`src/rtl/maskable_adder_mask_ctrl.sv`:
```
// Drives operand pairs onto a maskable carry adder and reports each approximate sum with its absolute error.
// Once per window it moves the mask level against an error threshold. Optional MASK_STATS_EN adds statistics outputs.
module maskable_adder_mask_ctrl #(
    parameter int W       = 4,
    parameter int ADD_LAT = 1,
    parameter int WIN_W   = 4,
    parameter int ACC_W   = 12,
    localparam int LVL_W  = $clog2(W + 1)
) (
    input  logic             clk,
    input  logic             rst,
    input  logic             in_valid,
    output logic             in_ready,
    input  logic [W-1:0]     in_a,
    input  logic [W-1:0]     in_b,
    output logic [W-1:0]     add_a,
    output logic [W-1:0]     add_b,
    output logic [W-1:0]     add_mask,
    input  logic [W:0]       add_sum,
    output logic             out_valid,
    input  logic             out_ready,
    output logic [W:0]       out_sum,
    output logic [W:0]       out_err,
    input  logic [ACC_W-1:0] cfg_threshold,
    input  logic [WIN_W-1:0] cfg_window,
`ifdef MASK_STATS_EN
    output logic [15:0]      stat_ops,
    output logic [W:0]       stat_err_max,
    output logic [7:0]       stat_adapt_dn,
`endif
    output logic [LVL_W-1:0] mask_level
);

    typedef enum logic [1:0] {IDLE, WAIT, RESP, ADAPT} state_t;

    localparam logic [2:0]       LAT_INIT = 3'(ADD_LAT);
    localparam logic [LVL_W-1:0] LVL_MAX  = LVL_W'(W);

    state_t           state_q, state_d;
    logic [W-1:0]     add_a_q, add_a_d, add_b_q, add_b_d;
    logic [W-1:0]     mask_q, mask_d;
    logic [2:0]       lat_q, lat_d;
    logic             out_valid_q, out_valid_d;
    logic [W:0]       out_sum_q, out_sum_d, out_err_q, out_err_d;
    logic [LVL_W-1:0] level_q, level_d;
    logic [ACC_W-1:0] acc_q, acc_d;
    logic [WIN_W-1:0] win_q, win_d;

    logic [W:0]       exact;
    logic [ACC_W:0]   acc_sum;
    logic [ACC_W-1:0] acc_sat;

    function automatic logic [W-1:0] mask_of(input logic [LVL_W-1:0] lvl);
        logic [W-1:0] m;
        for (int i = 0; i < W; i++) begin
            m[i] = (LVL_W'(i) >= lvl);
        end
        return m;
    endfunction

    assign exact   = {1'b0, add_a_q} + {1'b0, add_b_q};
    assign acc_sum = {1'b0, acc_q} + (ACC_W+1)'(out_err_q);
    assign acc_sat = acc_sum[ACC_W] ? {ACC_W{1'b1}} : acc_sum[ACC_W-1:0];

    always_comb begin
        state_d     = state_q;
        add_a_d     = add_a_q;
        add_b_d     = add_b_q;
        mask_d      = mask_q;
        lat_d       = lat_q;
        out_valid_d = out_valid_q;
        out_sum_d   = out_sum_q;
        out_err_d   = out_err_q;
        level_d     = level_q;
        acc_d       = acc_q;
        win_d       = win_q;
        case (state_q)
            IDLE: begin
                if (in_valid) begin
                    add_a_d = in_a;
                    add_b_d = in_b;
                    lat_d   = LAT_INIT;
                    state_d = WAIT;
                end
            end
            WAIT: begin
                lat_d = lat_q - 3'd1;
                if (lat_q == 3'd1) begin
                    out_sum_d   = add_sum;
                    out_err_d   = (exact >= add_sum) ? exact - add_sum : add_sum - exact;
                    out_valid_d = 1'b1;
                    state_d     = RESP;
                end
            end
            RESP: begin
                if (out_ready) begin
                    out_valid_d = 1'b0;
                    acc_d       = acc_sat;
                    if (win_q == cfg_window) begin
                        state_d = ADAPT;
                    end else begin
                        win_d   = win_q + WIN_W'(1);
                        state_d = IDLE;
                    end
                end
            end
            ADAPT: begin
                // Too much error: tighten first; only relax when well under half the budget.
                if (acc_q > cfg_threshold && level_q != '0) begin
                    level_d = level_q - LVL_W'(1);
                end else if (acc_q < (cfg_threshold >> 1) && level_q < LVL_MAX) begin
                    level_d = level_q + LVL_W'(1);
                end
                mask_d  = mask_of(level_d);
                acc_d   = '0;
                win_d   = '0;
                state_d = IDLE;
            end
            default: state_d = IDLE;
        endcase
    end

    always_ff @(posedge clk or posedge rst) begin
        if (rst) begin
            state_q     <= IDLE;
            add_a_q     <= '0;
            add_b_q     <= '0;
            mask_q      <= '1;
            lat_q       <= '0;
            out_valid_q <= 1'b0;
            out_sum_q   <= '0;
            out_err_q   <= '0;
            level_q     <= '0;
            acc_q       <= '0;
            win_q       <= '0;
        end else begin
            state_q     <= state_d;
            add_a_q     <= add_a_d;
            add_b_q     <= add_b_d;
            mask_q      <= mask_d;
            lat_q       <= lat_d;
            out_valid_q <= out_valid_d;
            out_sum_q   <= out_sum_d;
            out_err_q   <= out_err_d;
            level_q     <= level_d;
            acc_q       <= acc_d;
            win_q       <= win_d;
        end
    end

    assign in_ready   = (state_q == IDLE);
    assign add_a      = add_a_q;
    assign add_b      = add_b_q;
    assign add_mask   = mask_q;
    assign out_valid  = out_valid_q;
    assign out_sum    = out_sum_q;
    assign out_err    = out_err_q;
    assign mask_level = level_q;

`ifdef MASK_STATS_EN
    logic [15:0] ops_q, ops_d;
    logic [W:0]  err_max_q, err_max_d;
    logic [7:0]  dn_q, dn_d;

    always_comb begin
        ops_d     = ops_q;
        err_max_d = err_max_q;
        dn_d      = dn_q;
        if (state_q == RESP && out_ready) begin
            ops_d = ops_q + 16'd1;
            if (out_err_q > err_max_q) begin
                err_max_d = out_err_q;
            end
        end
        if (state_q == ADAPT && level_d < level_q && dn_q != 8'hFF) begin
            dn_d = dn_q + 8'd1;
        end
    end

    always_ff @(posedge clk or posedge rst) begin
        if (rst) begin
            ops_q     <= '0;
            err_max_q <= '0;
            dn_q      <= '0;
        end else begin
            ops_q     <= ops_d;
            err_max_q <= err_max_d;
            dn_q      <= dn_d;
        end
    end

    assign stat_ops      = ops_q;
    assign stat_err_max  = err_max_q;
    assign stat_adapt_dn = dn_q;
`endif

endmodule

```
`config.mk`:
```
export PLATFORM = sky130hd
export DESIGN_NAME = maskable_adder_mask_ctrl
export DESIGN_NICKNAME = d
export VERILOG_FILES = /design/src/rtl/maskable_adder_mask_ctrl.sv
export SDC_FILE = /design/constraint.sdc
export NUM_CORES = 1
export LEC_CHECK = 0
export ABC_AREA = 1
export CAP_MARGIN = 25
export CORE_ASPECT_RATIO = 0.8
export CORE_MARGIN = 5
export CORE_UTILIZATION = 50
export CTS_CLUSTER_SIZE = 28
export DETAILED_ROUTE_END_ITERATION = 10
export GPL_TIMING_DRIVEN = 0
export HOLD_SLACK_MARGIN = 0.06
export PLACE_DENSITY = 0.76
export SETUP_SLACK_MARGIN = 0.05
export SLEW_MARGIN = 20
export SYNTH_ARGS = -nofsm -noshare
export SYNTH_HDL_FRONTEND = slang
export SYNTH_SLANG_ARGS = --single-unit
```
`constraint.sdc`:
```
create_clock -name clk -period 3.4 [get_ports clk]
set_clock_uncertainty 0.2 [all_clocks]
set_input_delay 0.34 -clock clk [delete_from_list [all_inputs] [get_ports clk]]
set_output_delay 0.34 -clock clk [all_outputs]
set_load 0.02 [all_outputs]
```
; Word-level counts from Yosys, hierarchy flattened
; Cells that the tools add are included.
[totals]
inputBits = 33
elab_cells = 70
out_inout_bits = 27
reg_bits = 47
[classes]
order_cmp = 8
n_mux = 20
n_eq_ne = 9
n_reduce_logical = 14
n_addsub = 8
[op_table]
columns = operator, n
row1 = $mux 12, 2
row2 = $pmux 12 s2, 1
row3 = $add 12x5->13, 1
row4 = $gt 12x12->1, 1
row5 = $lt 12x11->1, 1
row6 = $mux 3, 4
row7 = $sub 5x5->5, 2
row8 = $reduce_and 3->1, 3
row9 = $mux 2, 4
row10 = $mux 4, 2
row11 = $ne 2x2->1 const B, 4
row12 = $pmux 2 s4, 1
row13 = $pmux 4 s2, 1
row14 = $reduce_and 2->1, 4
row15 = $ge 1x3->1 const A, 2
row16 = $ge 2x3->1 const A, 2
row17 = $pmux 3 s2, 1
row18 = $reduce_bool 2->1, 3
row19 = $sub 3x1->3 const B, 2
row20 = $add 4x4->5, 1
row21 = $ge 5x5->1, 1
row22 = $mux 5, 1
row23 = $add 4x1->4 const B, 1
row24 = $eq 2x2->1 const B, 2
row25 = other kinds (10), 12

; Longest topological paths before layout
[logic_depth]
ltp_word = 6
ltp_mapped = 16
mapped_depth_nobuf = 16

; Worst setup path after synthesis
; Ideal clock, no wire load.
[synth_path]
path_kind = register to register
from = register add_b_q[0] (netlist: add_b[0])
to = register out_err_q[3] (netlist: out_err[3])
path_slack_ns = 0.617
required_time_ns = 3.083
setup_ns = 0.117
synth_period_minus_slack_ns = 2.783
t_arrival_ns = 2.466
stages_incl_launch_ff = 16
n_path_buf = 1
path_cell_list = dfrtp_1 > ha_1 > inv_1 > fa_1 > xnor2_1 > ha_1 > buf_6 > a21o_1 > a21oi_2 > nand2_2 > a21oi_4 > o21bai_4 > nand2_1 > o21ai_1 > nand2_1 > nand2_1
[synth_via]
elab_chain_cells = 3
word_cells_on_any_way = 5
classes_between = add/sub (3) / order compare (1) / mux (1)
[synth_lines]
columns = item, line
row1 = "start, declared", 40  ; logic [W-1:0] add_a_q, add_a_d, add_b_q, add_b_d;
row2 = "start signal, assigned", 127  ; add_b_q <= '0;
row3 = "start signal, assigned", 139  ; add_b_q <= add_b_d;
row4 = $add 4x4->5 *, 61  ; assign exact = {1'b0, add_a_q} + {1'b0, add_b_q};
row5 = $sub 5x5->5 / $ge 5x5->1 (equally long branches), 90  ; out_err_d = (exact >= add_sum) ? exact - add_sum : add_sum - exact;
row6 = $mux 5 *, 90
row7 = "end signal, assigned", 144  ; out_err_q <= out_err_d;
row8 = "end, declared", 44  ; logic [W:0] out_sum_q, out_sum_d, out_err_q, out_err_d;
; Every way passes the cells marked *; elsewhere a longest branch is shown, timed or not.
; A chain may end at the register's enable or synchronous reset.

; Worst setup path after layout
[layout_path]
from = register add_b_q[0] (netlist: add_b[0])
to = register out_err_q[4] (netlist: out_err[4])
; Same word-level chain as after synthesis.

==> flow_summary.json <==
{
  "rrSetupSlack_ns": 0.48,
  "clock.fmax_mhz": 342.1,
  "crit_start": "add_b[0]$_DFFE_PP0P_",
  "layout.nets": 625,
  "worstSetupEndpointType": "register",
  "rr_startpoint": "add_b[0]$_DFFE_PP0P_",
  "insertion_delay_ns": 0.30,
  "grt_remaining_overflow": 0,
  "vias_per_cell": 4.967,
  "busiest_layer": "met2",
  "slew_viol_final": 0,
  "cts_setup_buffers": 0,
  "grt_pass1_vias": 3202,
  "timing.final.hold_violations": 0,
  "synth_area_leaders": "dfrtp_1 (30%), ha_1 (16%), nand2_1 (14%)",
  "cts_resized": 0,
  "yosys_warnings": 0,
  "use_met1_pct": 24.87,
  "clkSinkCount": 47,
  "p_per_area_nw_per_um2": 900.5,
  "layout_setup_ws_ns": 0.4772,
  "drive_gt1_share_pct": 8.287,
  "numCtsBuffers": 5,
  "num_antenna_cells": 0,
  "rows": 27,
  "maxCapViolCount": 0,
  "ys_ff_latch": 47,
  "crit_top_cell": "nand2_1",
  "hpwlAfterDp_mm": 6.552,
  "tns_ns": 0,
  "synth_top_area_share_pct": 29.72,
  "cp_max_fo": 8,
  "min_period_ns": 2.923,
  "use_met2_pct": 32.34,
  "grt_pass1_wl_mm": 14.41,
  "antenna_found_initial": 0,
  "grt_usage_pct": 18.87,
  "cp-start-kind": "register",
  "area_delta_synth_final_pct": 22.11,
  "die_w_um": 105.1,
  "synthCells": 475,
  "synth.net_count": 558,
  "initial_utilization_pct": 52.03,
  "whs_ns": 0.1959,
  "ys_seq_area_share_pct": 32.62,
  "first_iter_violations": 109,
  "status": "finished clean",
  "critPathCapture": "out_err[4]$_DFFE_PP0P_",
  "met3_usage_pct": 3.913,
  "ctsHoldBuffers": 0,
  "ctsLongestPathBuffers": 2,
  "place.port_buffers": 59,
  "cp_slowest_cell": "fa_1",
  "grt_max_degree": 27,
  "path_class": "register to register",
  "rsz0062_at_grt": "false",
  "finalSetupViolCount": 0,
  "vias": 3129,
  "cts_tree": "yes",
  "min-delay-path-class": "input port to async pin",
  "rr_endpoint": "out_err[4]$_DFFE_PP0P_",
  "drc": 0,
  "wl_per_cell_um": 12.63,
  "n_fill_cell": 637,
  "max_slew_margin_pct": 65.94,
  "syn_area_per_cell_um2": 7.623,
  "core_um2": 6959,
  "netlist_area_um2": 3621,
  "finalCritPeriodShare_pct": 85.96,
  "worstPathRequired_ns": 3.40,
  "worstPathArrival_ns": 2.92,
  "wl_mm": 7.960,
  "pre_cts_ws_ns": 0.4873,
  "die_h_um": 86.12,
  "synthDistinctLibCells": 38,
  "reg2reg_depth": 15,
  "die-area_um2": 9055,
  "ir_drop_mv": 0.5902,
  "slowest_delay_ns": 0.41,
  "worst_slew_pin_slew_ns": 0.5102,
  "firstDrtPassIters": 4,
  "clk_pin_slew_ns": 0.09,
  "crit_chain": "ha_1 > inv_1 > fa_1 > xnor2_1 > ha_1 > buf_6 > a21o_1 > a21oi_2 > nand2_2 > a21oi_4 > o21bai_4 > nand2_1 > o21ai_1 > nand2_1 > nand2_1",
  "antenna_left": 0,
  "h-tree-depth": 2,
  "ios": 60,
  "leakage_nw": 2.359,
  "yosys.area.top_type": "dfrtp_1",
  "cts_root_buffer": "clkbuf_8",
  "routabilityCongestion": 0.8630
}
-- how the worst min path moves through the flow --
stage	startpoint	endpoint	slack [ns]	cells after the start
after floorplan	lat_q[2]$_DFFE_PP0P_	lat_q[2]$_DFFE_PP0P_	0.23	1
after global placement	lat_q[2]$_DFFE_PP0P_	lat_q[2]$_DFFE_PP0P_	0.25	1
after detailed placement	lat_q[2]$_DFFE_PP0P_	lat_q[2]$_DFFE_PP0P_	0.26	1
after CTS	rst	add_b[0]$_DFFE_PP0P_	0.21	2
after global routing	rst	acc_q[0]$_DFFE_PP0P_	0.25	2
final	rst	add_b[0]$_DFFE_PP0P_	0.20	2
-- area by class of cell --
cell class	instances	area (um^2)	share of cell area (%)
buffer	6	35.03	0.7923
clock buffer	7	76.32	1.726
clock inverter	1	5.005	0.1132
inverter	80	305.3	6.904
multi-input combinational	342	2100	47.48
sequential	47	1181	26.71
tap	87	108.9	2.462
timing repair buffer	60	610.6	13.81
-- cell usage after synthesis (all sizes together) --
cell / number
nand2: 143
inv: 79
ha: 46
dfrtp: 43
o21ai: 42
nor2: 29
a21oi: 25
nand3: 20
xor2: 11
buf: 5
nor3: 5
xnor2: 5
dfstp: 4
fa: 4
a21o: 2
a31oi: 2
a211oi: 1
and2: 1
clkbuf: 1
clkinv: 1
nand4: 1
nor3b: 1
nor4: 1
o211ai: 1
o21bai: 1
o22ai: 1
-- per-stage QoR --
step	instance area, um^2	utilization, %	power [W]	instances
6_report	4422	63.54	0.003982	630
5_1_grt	4422	63.54	0.004407	630
4_1_cts	4422	63.54	0.004021	630
3_5_place_dp	4340	62.37	0.003670	622
3_3_place_gp	4320	62.08	0.003572	621
2_1_floorplan	3621	-	0.002907	475
-- worst max-delay path, delay by kind of cell, from the launching register on --
family          cells  cell delay (ns)
compound gates      5             0.65
xor+xnor            1             0.23
fa+ha+maj           3             0.88
buf+inv             2             0.19
flops               1             0.40
simple gates        4             0.28
-- routing by layer --
metal	up-vias	wire length [um]
met2	67	3682
met3	4	397
met5	-	0
li1	1643	-
met4	0	45
met1	1415	3834
-- kinds of logic (layout without fill, tap and decap cells) --
logic type / count (synthesis) / in the layout / share of synthesized area, %
AOI/OAI and AO/OA: 75 / 75 / 12.30
xor gates and xnor gates: 16 / 16 / 3.870
adders and majority gates: 50 / 50 / 18.11
buffers and inverters: 86 / 154 / 9.399
DFF: 47 / 47 / 32.62
and+or+nand+nor: 201 / 201 / 23.70
-- report_power, final --
group | internal, W | switching [W] | total (W)
Clock | 0.000145 | 0.000185 | 0.000330
Combinational | 0.00113 | 0.00153 | 0.00267
Sequential | 0.000788 | 0.000195 | 0.000983
-- sequential cells by signal (all words and copies together) (netlist names), 4 cells and up --
| signal | count |
|---|---|
| add_b | 4 |
| acc_q | 12 |
| out_sum | 5 |
| out_err | 5 |
| add_mask | 4 |
| win_q | 4 |
| add_a | 4 |
-- placed cells by master, fill, tap and decap left out, types with 2 or more instances in the layout --
cell and instances:
a21o_1 2, a21oi_1 22, a21oi_4 2, a31oi_1 2
buf_2 4, clkbuf_1 3, clkbuf_8 5, clkdlybuf4s50_1 59
dfrtp_1 43, dfstp_2 4, fa_1 4, ha_1 46
inv_1 73, inv_2 6, nand2_1 136, nand2_2 5
nand2_4 2, nand3_1 19, nor2_1 24, nor2_2 4
nor3_1 4, o21ai_0 29, o21ai_1 10, o21ai_2 3
xnor2_1 5, xor2_1 11
(Power assumes the default switching activity.)
